File: config.mk
export PLATFORM = sky130hd
export DESIGN_NAME = twid_rom_reader
export DESIGN_NICKNAME = d
export VERILOG_FILES = /design/src/rtl/twid_pkg.sv /design/src/rtl/twid_qrom.sv /design/src/rtl/twid_rom_reader.sv
export SDC_FILE = /design/constraint.sdc
export NUM_CORES = 1
export LEC_CHECK = 0
export BUFFER_PORTS_ARGS = -buffer_cell sky130_fd_sc_hd__buf_2
export CAP_MARGIN = 20
export CORE_ASPECT_RATIO = 0.9
export CORE_MARGIN = 4
export CORE_UTILIZATION = 40
export CTS_CLUSTER_DIAMETER = 80
export DETAILED_ROUTE_END_ITERATION = 12
export GPL_TIMING_DRIVEN = 0
export PLACE_DENSITY = 0.64
export SYNTH_ARGS = -nofsm -noshare
export SYNTH_HDL_FRONTEND = slang
export SYNTH_HIERARCHICAL = 1
export SYNTH_SLANG_ARGS = --single-unit
File: constraint.sdc
create_clock -name clk -period 7.2 [get_ports clk]
set_input_delay 1.44 -clock clk [delete_from_list [all_inputs] [get_ports clk]]
set_output_delay 1.44 -clock clk [all_outputs]
set_load 0.01 [all_outputs]
File: src/rtl/twid_pkg.sv
// Shared twiddle types and the elaboration-time quarter-wave ROM word generator.
package twid_pkg;

    localparam int  TWID_W  = 32;
    localparam real TWID_PI = 3.14159265358979323846;

    // Wide enough for any DW up to TWID_W; users slice the low DW bits.
    typedef struct packed {
        logic signed [TWID_W-1:0] re;
        logic signed [TWID_W-1:0] im;
    } twid_t;

    // cos or sin of 2*pi*addr/fft_size scaled to 2^(dw-1)-1, rounded half away from zero.
    function automatic logic signed [TWID_W-1:0] twid_word(
        input int fft_size,
        input int dw,
        input int addr,
        input bit sel_sin
    );
        real ang;
        real amp;
        real v;
        ang = 2.0 * TWID_PI * real'(addr) / real'(fft_size);
        amp = real'((1 << (dw - 1)) - 1);
        v   = sel_sin ? ($sin(ang) * amp) : ($cos(ang) * amp);
        v   = (v >= 0.0) ? (v + 0.5) : (v - 0.5);
        return TWID_W'($rtoi(v));
    endfunction

endpackage

File: src/rtl/twid_qrom.sv
// Registered dual-output quarter-wave ROM: cos/sin of 2*pi*addr/FFT_SIZE, addr in [0, FFT_SIZE/4).
module twid_qrom
    import twid_pkg::*;
#(
    parameter int  FFT_SIZE = 32,
    parameter int  DW       = 16,
    localparam int AW       = $clog2(FFT_SIZE) - 2,
    localparam int Q        = FFT_SIZE / 4
) (
    input  logic                 clk,
    input  logic                 rst_n,
    input  logic                 en,
    input  logic [AW-1:0]        addr,
    output logic signed [DW-1:0] rd_cos,
    output logic signed [DW-1:0] rd_sin
);

    logic signed [DW-1:0] cos_rom [Q];
    logic signed [DW-1:0] sin_rom [Q];
    logic signed [DW-1:0] cos_d, cos_q;
    logic signed [DW-1:0] sin_d, sin_q;

    // Each entry packs (cos, sin) of one angle; only the low DW bits are stored.
    for (genvar a = 0; a < Q; a++) begin : g_rom
        localparam twid_t ENTRY = '{re: twid_word(FFT_SIZE, DW, a, 1'b0),
                                    im: twid_word(FFT_SIZE, DW, a, 1'b1)};
        assign cos_rom[a] = ENTRY.re[DW-1:0];
        assign sin_rom[a] = ENTRY.im[DW-1:0];
    end

    always_comb begin
        cos_d = cos_q;
        sin_d = sin_q;
        if (en) begin
            cos_d = cos_rom[addr];
            sin_d = sin_rom[addr];
        end
    end

    always_ff @(posedge clk or negedge rst_n) begin
        if (!rst_n) begin
            cos_q <= '0;
            sin_q <= '0;
        end else begin
            cos_q <= cos_d;
            sin_q <= sin_d;
        end
    end

    assign rd_cos = cos_q;
    assign rd_sin = sin_q;

endmodule

File: src/rtl/twid_rom_reader.sv
// Twiddle lookup W_N^k for k in [0, N/2): 3-stage stallable pipeline over a quarter-wave ROM.
// Define TWID_CONJ_EN to add in_conj, which returns conj(W) for the entry that carries it.
module twid_rom_reader
    import twid_pkg::*;
#(
    parameter int  FFT_SIZE = 32,
    parameter int  DW       = 16,
    localparam int W        = $clog2(FFT_SIZE)
) (
    input  logic                 clk,
    input  logic                 rst_n,
    input  logic                 in_valid,
    output logic                 in_ready,
    input  logic [W-2:0]         in_index,
`ifdef TWID_CONJ_EN
    input  logic                 in_conj,
`endif
    output logic                 out_valid,
    input  logic                 out_ready,
    output logic signed [DW-1:0] out_re,
    output logic signed [DW-1:0] out_im
);

    // valid/ready: a beat moves on a side when valid && ready at the rising edge; every
    // stage advances together only while the output register is empty or being drained.
    logic                 advance;
    logic                 take_conj;
    logic                 s1_valid_d, s1_valid_q;
    logic                 s1_quad_d, s1_quad_q;
    logic                 s1_conj_d, s1_conj_q;
    logic [W-3:0]         s1_addr_d, s1_addr_q;
    logic                 s2_valid_d, s2_valid_q;
    logic                 s2_quad_d, s2_quad_q;
    logic                 s2_conj_d, s2_conj_q;
    logic                 s3_valid_d, s3_valid_q;
    logic signed [DW-1:0] s3_re_d, s3_re_q;
    logic signed [DW-1:0] s3_im_d, s3_im_q;
    logic signed [DW-1:0] rom_cos, rom_sin, im_mag;

    assign advance  = !s3_valid_q || out_ready;
    assign in_ready = advance;

`ifdef TWID_CONJ_EN
    assign take_conj = in_conj;
`else
    assign take_conj = 1'b0;
`endif

    always_comb begin
        s1_valid_d = s1_valid_q;
        s1_quad_d  = s1_quad_q;
        s1_addr_d  = s1_addr_q;
        s1_conj_d  = s1_conj_q;
        if (advance) begin
            s1_valid_d = in_valid;
            if (in_valid) begin
                s1_quad_d = in_index[W-2];
                s1_addr_d = in_index[W-3:0];
                s1_conj_d = take_conj;
            end
        end
    end

    twid_qrom #(
        .FFT_SIZE (FFT_SIZE),
        .DW       (DW)
    ) u_qrom (
        .clk    (clk),
        .rst_n  (rst_n),
        .en     (advance),
        .addr   (s1_addr_q),
        .rd_cos (rom_cos),
        .rd_sin (rom_sin)
    );

    always_comb begin
        s2_valid_d = s2_valid_q;
        s2_quad_d  = s2_quad_q;
        s2_conj_d  = s2_conj_q;
        if (advance) begin
            s2_valid_d = s1_valid_q;
            s2_quad_d  = s1_quad_q;
            s2_conj_d  = s1_conj_q;
        end
    end

    // Second quadrant: cos(x+pi/2) = -sin(x), sin(x+pi/2) = cos(x).
    assign im_mag = s2_quad_q ? rom_cos : rom_sin;

    always_comb begin
        s3_valid_d = s3_valid_q;
        s3_re_d    = s3_re_q;
        s3_im_d    = s3_im_q;
        if (advance) begin
            s3_valid_d = s2_valid_q;
            if (s2_valid_q) begin
                s3_re_d = s2_quad_q ? -rom_sin : rom_cos;
                s3_im_d = s2_conj_q ? im_mag : -im_mag;
            end
        end
    end

    always_ff @(posedge clk or negedge rst_n) begin
        if (!rst_n) begin
            s1_valid_q <= 1'b0;
            s1_quad_q  <= 1'b0;
            s1_addr_q  <= '0;
            s1_conj_q  <= 1'b0;
            s2_valid_q <= 1'b0;
            s2_quad_q  <= 1'b0;
            s2_conj_q  <= 1'b0;
            s3_valid_q <= 1'b0;
            s3_re_q    <= '0;
            s3_im_q    <= '0;
        end else begin
            s1_valid_q <= s1_valid_d;
            s1_quad_q  <= s1_quad_d;
            s1_addr_q  <= s1_addr_d;
            s1_conj_q  <= s1_conj_d;
            s2_valid_q <= s2_valid_d;
            s2_quad_q  <= s2_quad_d;
            s2_conj_q  <= s2_conj_d;
            s3_valid_q <= s3_valid_d;
            s3_re_q    <= s3_re_d;
            s3_im_q    <= s3_im_d;
        end
    end

    assign out_valid = s3_valid_q;
    assign out_re    = s3_re_q;
    assign out_im    = s3_im_q;

endmodule

After elaboration in Yosys (flattened, before gate mapping)

Memories as Yosys holds them, arrays and structs flattened. A register that Yosys moved wholly into a read port is not among the register bits.
Cells that the tools add are included.

Flip-flop bits (word level): 40
Logic and storage cells: 21
Memory bits (read-only): 256
Memories kept: 2
Output and inout bits: 34
Input port bits: 8

Memory list:

| name             | depth | width | rd ports | clocked after Yosys merged registers in | write ports | RTL line        | RTL |
|---|---|---|---|---|---|---|---|
| (name not given) | 8     | 16    | 1        | 1                                       | 0           | twid_qrom.sv:36 | `sin_d = sin_rom[addr];` |
| (name not given) | 8     | 16    | 1        | 1                                       | 0           | twid_qrom.sv:35 | `cos_d = cos_rom[addr];` |

Reduce and logical (&&, ||, !) cells: 6
Add/subtract/negate cells: 2
Bitwise gates (word level): 1
Multiplexer cells: 2

Operators by type and width:

| cell                | number |
|---|---|
| 2-to-1 mux 16 bit   | 2 |
| negation 16 bit     | 2 |
| inverter 3 -> 4 bit | 1 |
| AND reduction 2 bit | 2 |
| zero test 1 bit     | 3 |
| logical OR 1 bit    | 1 |

Longest topological paths before layout

Gate-level depths: netlist of run 1.

Depth in word-level cells: 3
Gate-level depth with buffers: 11
Gate-level depth less buffers: 7

By module

The synthesis of run 1 kept the hierarchy.

Modules (own cells, without submodules):

| module          | times used | cells an instance | area an instance (um^2) | seq. area each (um^2) |
|---|---|---|---|---|
| twid_rom_reader | 1          | 261               | 2,444.8                 | 1,001.0 |
| twid_qrom       | 1          | 134               | 1,545.2                 | 750.7 |

Worst setup path before layout of run 1

No wires, ideal clock.

Kind: input -> output
From: in out_ready
To: out in_ready
Data arrival time: 1.922 ns
Slack: 3.838 ns
Stages on the path: 2
Data required time: 5.760 ns
Path buffers: 1
Path through: nand2b_1 > clkbuf_1

Longest elaborated chain between the ends: 1

Ends and longest elaborated chain:

| element          | RTL line              | RTL |
|---|---|---|
| start, declared  | twid_rom_reader.sv:19 | `input logic out_ready,` |
| logical OR 1 bit | twid_rom_reader.sv:40 | `assign advance = !s3_valid_q \|\| out_ready;` |
| end, declared    | twid_rom_reader.sv:13 | `output logic in_ready,` |

Every way passes these cells.

Worst setup path in the final report of run 1

Same ends and word-level chain as after synthesis.

==> results of run 1 <==
[worst max-delay path, stage by stage]
cell and delay [ns]:
buf_2 0.07, nand2b_1 0.08, clkbuf_1 0.46, buf_2 0.24
[sequential cells by signal, summed over array words and instances (netlist names), 3 cells and up]
register       count
out_im            16
out_re            16
u_qrom/rd_cos     15
u_qrom/rd_sin     15
s1_addr_q          3
[cell usage after synthesis (7+ instances only)]
library cell,n,area [um2]
xnor2_1,18,158
mux2_2,15,169
a21oi_1,7,35.0
mux2i_1,28,280
nor3b_1,10,75.1
nand2_1,36,135
xor2_1,9,78.8
nor3_1,11,55.1
dfrtp_1,70,1750
clkbuf_1,9,33.8
a31oi_1,11,68.8
buf_2,7,35.0
nand2b_1,18,113
ha_1,10,125
nor2_1,30,113
o21ai_0,28,140
[layout make-up]
| type | instances | area (um2) |
|---|---|---|
| Timing Repair Buffer | 41 | 208 |
| Clock buffer | 12 | 165 |
| Inverter | 6 | 22.5 |
| Tap cell | 126 | 158 |
| Sequential cell | 70 | 1750 |
| Multi-Input combinational cell | 294 | 2050 |
| Buffer | 26 | 170 |
| Clock inverter | 3 | 42.5 |
| Fill cell | 940 | 5130 |
[routing by layer]
layer,share of wire (%),GRT usage (%),up-vias
li1,-,-,1486
met2,46,28.5,84
met1,46,22.4,1497
met5,0,0,-
met4,2.3,5.36,0
met3,5.6,4.40,18
[kinds of logic after synthesis]
group | count (synthesis)
other | 1
adder cells (fa/ha/maj) | 10
XOR/XNOR | 27
multiplexers | 43
buffers and inverters | 32
flip-flops | 70
AND/OR/NAND/NOR | 139
AO/OA/AOI/OAI | 73
[where the power goes]
part           internal [mW]  switching (mW)
sequential             0.578           0.205
combinational          0.443           0.525
clock                  0.186           0.151
total                   1.21           0.881
[through the flow]
| step | power, mW | setup WS (ns) | instances | utilization, % | area, um2 |
|---|---|---|---|---|---|
| 6_report | 2.09 | 3.46 | 578 | 47.1 | 4570 |
| 5_1_grt | 2.25 | 3.35 | 578 | 47.1 | 4570 |
| 4_1_cts | 2.10 | 3.42 | 578 | 47.1 | 4570 |
| 3_5_place_dp | 1.76 | 3.43 | 563 | 44.9 | 4360 |
| 3_3_place_gp | 1.74 | 3.42 | 563 | 44.9 | 4360 |
| 2_1_floorplan | 1.43 | 3.84 | 396 | - | 3990 |
[cell usage in the layout, fill, tap and decap left out, types with 7 or more instances in the layout]
cell | synthesis | routed
buf_2 | 7 | 47
nor3b_1 | 10 | 10
mux2_2 | 15 | 15
a31oi_1 | 11 | 11
nand2b_1 | 18 | 18
clkbuf_1 | 9 | 9
a21oi_1 | 7 | 7
o21ai_0 | 28 | 28
xnor2_1 | 18 | 18
dfrtp_1 | 70 | 70
xor2_1 | 9 | 9
nand2_1 | 36 | 36
clkbuf_8 | 0 | 12
nor2_1 | 30 | 30
nor3_1 | 11 | 11
ha_1 | 10 | 10
mux2i_1 | 28 | 28
[how the worst max path moves through the flow]
stage	to	depth (start not counted)
2_1_floorplan	in_ready	2
3_3_place_gp	in_ready	4
3_5_place_dp	in_ready	4
4_1_cts	in_ready	4
5_1_grt	in_ready	4
6_report	in_ready	4
==> impl_metrics.yaml, run 1 <==
drt:
  drc_errors: 0
  vias_per_cell: 5.34
  drtIter0Drc: 153
  final_antenna_net_count: 0
  dr.pass1.iters: 4
  vias: 3085
  wl_per_cell_um: 16.5
  wirelength_um: 9530
setup_path:
  crit_required_ns: 5.76
  crit_fanout: 16
  reg2reg_depth: 11
  crit_type: "primary input to output port"
  cp-end-kind: "output port"
  cp-startpoint: "out_ready"
  r2r-start: "s2_quad_q$_DFFE_PN0N_"
  worstPathArrival_ns: 2.30
  critPathLaunchType: "primary input"
  regToRegSetupSlack_ns: 3.91
  reg2reg_to: "out_im[12]$_DFFE_PN0P_"
run_status:
  outcome: "completed"
floorplanning:
  die_w_um: 113
  start_util_pct: 41.1
  fp.dieH_um: 103
  design.die.area_um2: 11600
  coreArea_um2: 9700
  rows: 34
  ios: 42
clock_network:
  postCtsHoldBufs: 0
  cts_resized: 0
  htreeDepth: 3
  worstSkewPairLatency_ns: 0.35
  numCtsBuffers: 9
  clk_pin_slew_worst_paths_ns: 0.07
  cts_sinks: 70
  root_buffer: "clkbuf_8"
  cts_tree: "yes"
  cts_setup_buffers: 0
  cts_buffer_depth: 2
flow_run:
  max_cap_viol_count: 0
synthesis:
  syn_area_um2: 3990
  ys_seq_area_share_pct: 43.9
  synth_top_family_by_area: "simple AND/OR/NAND/NOR gates"
  synth_compound_area_share_pct: 12.2
  synth_area_per_cell_um2: 10.1
  synthXorXnorAreaFrac_pct: 5.93
  synthMuxAreaShare_pct: 11.3
  synth-seq-cells: 70
  synthArstFlopShare_pct: 100
  synth_cell_types: 52
  synthCells: 395
  synth_warnings: 6
  synth-simple-area-share_pct: 18.7
  synth_edf_count: 0
  synthAdderAreaFrac_pct: 3.14
  synth_top_flop_cell: "dfrtp_1"
grt:
  grt_pass1_wl_um: 15800
  grt_start_max_net_pins: 71
  antenna_found_initial: 0
  overflow: 0
  grt_pass1_vias: 3135
  track_usage_pct: 17.2
layout:
  area.growth.synth_to_final_pct: 14.5
  nets: 466
  antenna_cells: 0
  drive_gt1_share_pct: 23.5
sta:
  skew_ns: 0.00779
  hold_viol_final: 0
  slew_viol_final: 0
  min_period_over_period_pct: 52.0
  fmax_mhz: 267
  min_period_ns: 3.74
  worstMarginPinSlew_ns: 0.860
  relSlewSlack_pct: 42.7
  final-setup-viol-count: 0
  setup_tns_ns: 0
  grt_setup_unrepaired: "false"
  fin_hold_ws_ns: 0.473
hold_path:
  hp-class: "flip-flop to flip-flop"
  hp-start: "out_im[5]$_DFFE_PN0P_"
  hold_depth: 2
  hold_end: "out_im[5]$_DFFE_PN0P_"
pwr:
  leakagePower_nw: 1.98
  p_per_area_nw_per_um2: 457
  vdd_drop_max_mv: 0.156
placement:
  io_buffers: 41
  place_congestion: 0.871
  hpwlAfterDp_um: 6970
(Power assumes the default switching activity.)
==> run 2, diff against run 1 <==
Settings changed: PLACE_DENSITY 0.64 to 0.66.
Clock period 7.2 ns to 3.4 ns, I/O delays scaled along.
==> run 2 against run 1 <==
  * Critical path type is now flip-flop to flip-flop
  * Core utilization about the same
  * Non-clock buffer count stayed put
  * Largest cell class unchanged
  * Flip-flop and latch count stayed put
  * Combinational power up 110%
  * Via count down 0.32%
  * Highest routed layer unchanged
  * Design area is essentially flat
  * Critical path depth is 7 higher
  * Wire length rose by 1.4%
==> impl_metrics.yaml, run 2 (synthesis results as in run 1) <==
run_status:
  outcome: "completed"
clock_network:
  cts_buffer_depth: 2
  clk_pin_slew_worst_paths_ns: 0.07
  root_buffer: "clkbuf_8"
  cts_tree: "yes"
  postCtsHoldBufs: 0
  cts_sinks: 70
  htreeDepth: 3
  worstSkewPairLatency_ns: 0.36
  numCtsBuffers: 9
setup_path:
  crit_fanout: 10
  r2r-start: "s2_quad_q$_DFFE_PN0N_"
  crit_type: "flip-flop to flip-flop"
  regToRegSetupSlack_ns: 0.22
  crit_required_ns: 3.61
  max_stage_delay_ns: 0.33
  path_cells: "buf_2 > buf_2 > buf_2 > buf_2 > buf_2 > mux2i_1 > ha_1 > o21ai_0 > nor3_2 > a31o_2 > a31oi_1"
  critPathSlowestCell: "dfrtp_1"
  worstPathArrival_ns: 3.39
  cp_top_family: "buffers and inverters"
  reg2reg_depth: 11
  reg2reg_to: "out_im[12]$_DFFE_PN0P_"
  critPathLaunchType: "flip-flop"
  worst-path-buf-inv: 5
  cp-end-kind: "flip-flop"
  path_common_cell: "buf_2"
sta:
  setup_slack_ns: 0.216
  fmax_mhz: 314
  min_period_over_period_pct: 93.7
  grt_setup_unrepaired: "false"
  setup_tns_ns: 0
  min_period_ns: 3.18
  worstMarginPinSlew_ns: 0.880
  skew_ns: 0.0106
  slew_viol_final: 0
  final-setup-viol-count: 0
  hold_viol_final: 0
  relSlewSlack_pct: 41.3
placement:
  place_congestion: 0.894
  post-place-ws_ns: 0.223
  hpwlAfterDp_um: 7040
  io_buffers: 41
  dp_cells: 563
grt:
  grt_start_max_net_pins: 71
  grt_pass1_wl_um: 16300
  overflow: 0
  track_usage_pct: 17.6
  grt_pass1_vias: 3162
  antenna_found_initial: 0
layout:
  finalNonFillerCells: 579
  nets: 466
  area.growth.synth_to_final_pct: 14.4
  antenna_cells: 0
  final_common_cell: "dfrtp_1"
  drive_gt1_share_pct: 23.8
  fillerInstances: 936
  mostFrequentLayoutCells: "70 x dfrtp_1, 47 x buf_2, 36 x nand2_1, 30 x nor2_1"
floorplanning:
  rows: 34
  fp.dieH_um: 103
  ios: 42
  coreArea_um2: 9700
  die_w_um: 113
  start_util_pct: 41.1
  design.die.area_um2: 11600
pwr:
  vdd_drop_max_mv: 0.350
  leakagePower_nw: 1.98
  p_per_area_nw_per_um2: 966
  post-layout-total-power_mw: 4.41
drt:
  final_antenna_net_count: 0
  drc_errors: 0
  vias_per_cell: 5.31
  wl_per_cell_um: 16.7
  vias: 3075
  dr.pass1.iters: 4
  drtIter0Drc: 264
  wirelength_um: 9660
hold_path:
  hp-class: "primary input to async pin"
flow_run:
  max_cap_viol_count: 0
## run 2: cell count changes in the layout (fill, tap and decap cells not counted)
| cell | previous run | this run |
|---|---|---|
| clkinv_2 | 1 | 3 |
| clkinv_4 | 0 | 1 |
| nor3_2 | 1 | 2 |
| nor3_1 | 11 | 10 |
| clkbuf_8 | 12 | 10 |
## run 2: what timing repair did
item                                    in CTS  in global routing
resized for setup                            0                  1
buffers inserted                             0                  0
endpoints found under the setup margin       0                  1
## run 2: metrics by stage
step	area [um2]	hold WS, ns	utilization, %
2_1_floorplan	3990	0.384	-
3_3_place_gp	4360	0.458	44.9
3_5_place_dp	4360	0.460	44.9
4_1_cts	4560	0.474	47.0
5_1_grt	4560	0.493	47.0
6_report	4560	0.443	47.0
## run 2: layer usage
metal	GRT usage [%]	vias to the layer above	share of wire, %
met3	4.23	12	4.3
met4	5.27	0	1.5
li1	-	1493	-
met1	23.0	1512	48
met2	29.3	58	46
met5	0	-	0
## run 2: worst max path at each step
stage	to	start	slack (ns)	depth (start not counted)
2_1_floorplan	out_im[12]$_DFFE_PN0P_	s2_quad_q$_DFFE_PN0N_	0.81	11
3_3_place_gp	out_im[12]$_DFFE_PN0P_	s2_quad_q$_DFFE_PN0N_	0.22	11
6_report	out_im[12]$_DFFE_PN0P_	s2_quad_q$_DFFE_PN0N_	0.22	11
5_1_grt	out_im[14]$_DFFE_PN0P_	s2_quad_q$_DFFE_PN0N_	0.01	11
4_1_cts	out_im[12]$_DFFE_PN0P_	s2_quad_q$_DFFE_PN0N_	0.20	11
3_5_place_dp	out_im[12]$_DFFE_PN0P_	s2_quad_q$_DFFE_PN0N_	0.22	11
## run 2: final cells by class
class                   instances  area [um2]  area share, %
clock buffers                  10         138           3.02
well taps                     126         158           3.45
clock inverters                 6        61.3           1.34
plain buffers                  26         170           3.73
flip-flops and latches         70        1750           38.4
repair buffers                 41         208           4.55
inverters                       6        22.5          0.494
multi-input cells             294        2050           45.0
## run 2: report_power, final
group | switching [mW] | internal (mW) | leakage (nW) | total [mW]
logic | 1.13 | 0.940 | 1.05 | 2.07
registers | 0.435 | 1.22 | 0.825 | 1.66
clock network | 0.322 | 0.356 | 0.102 | 0.678
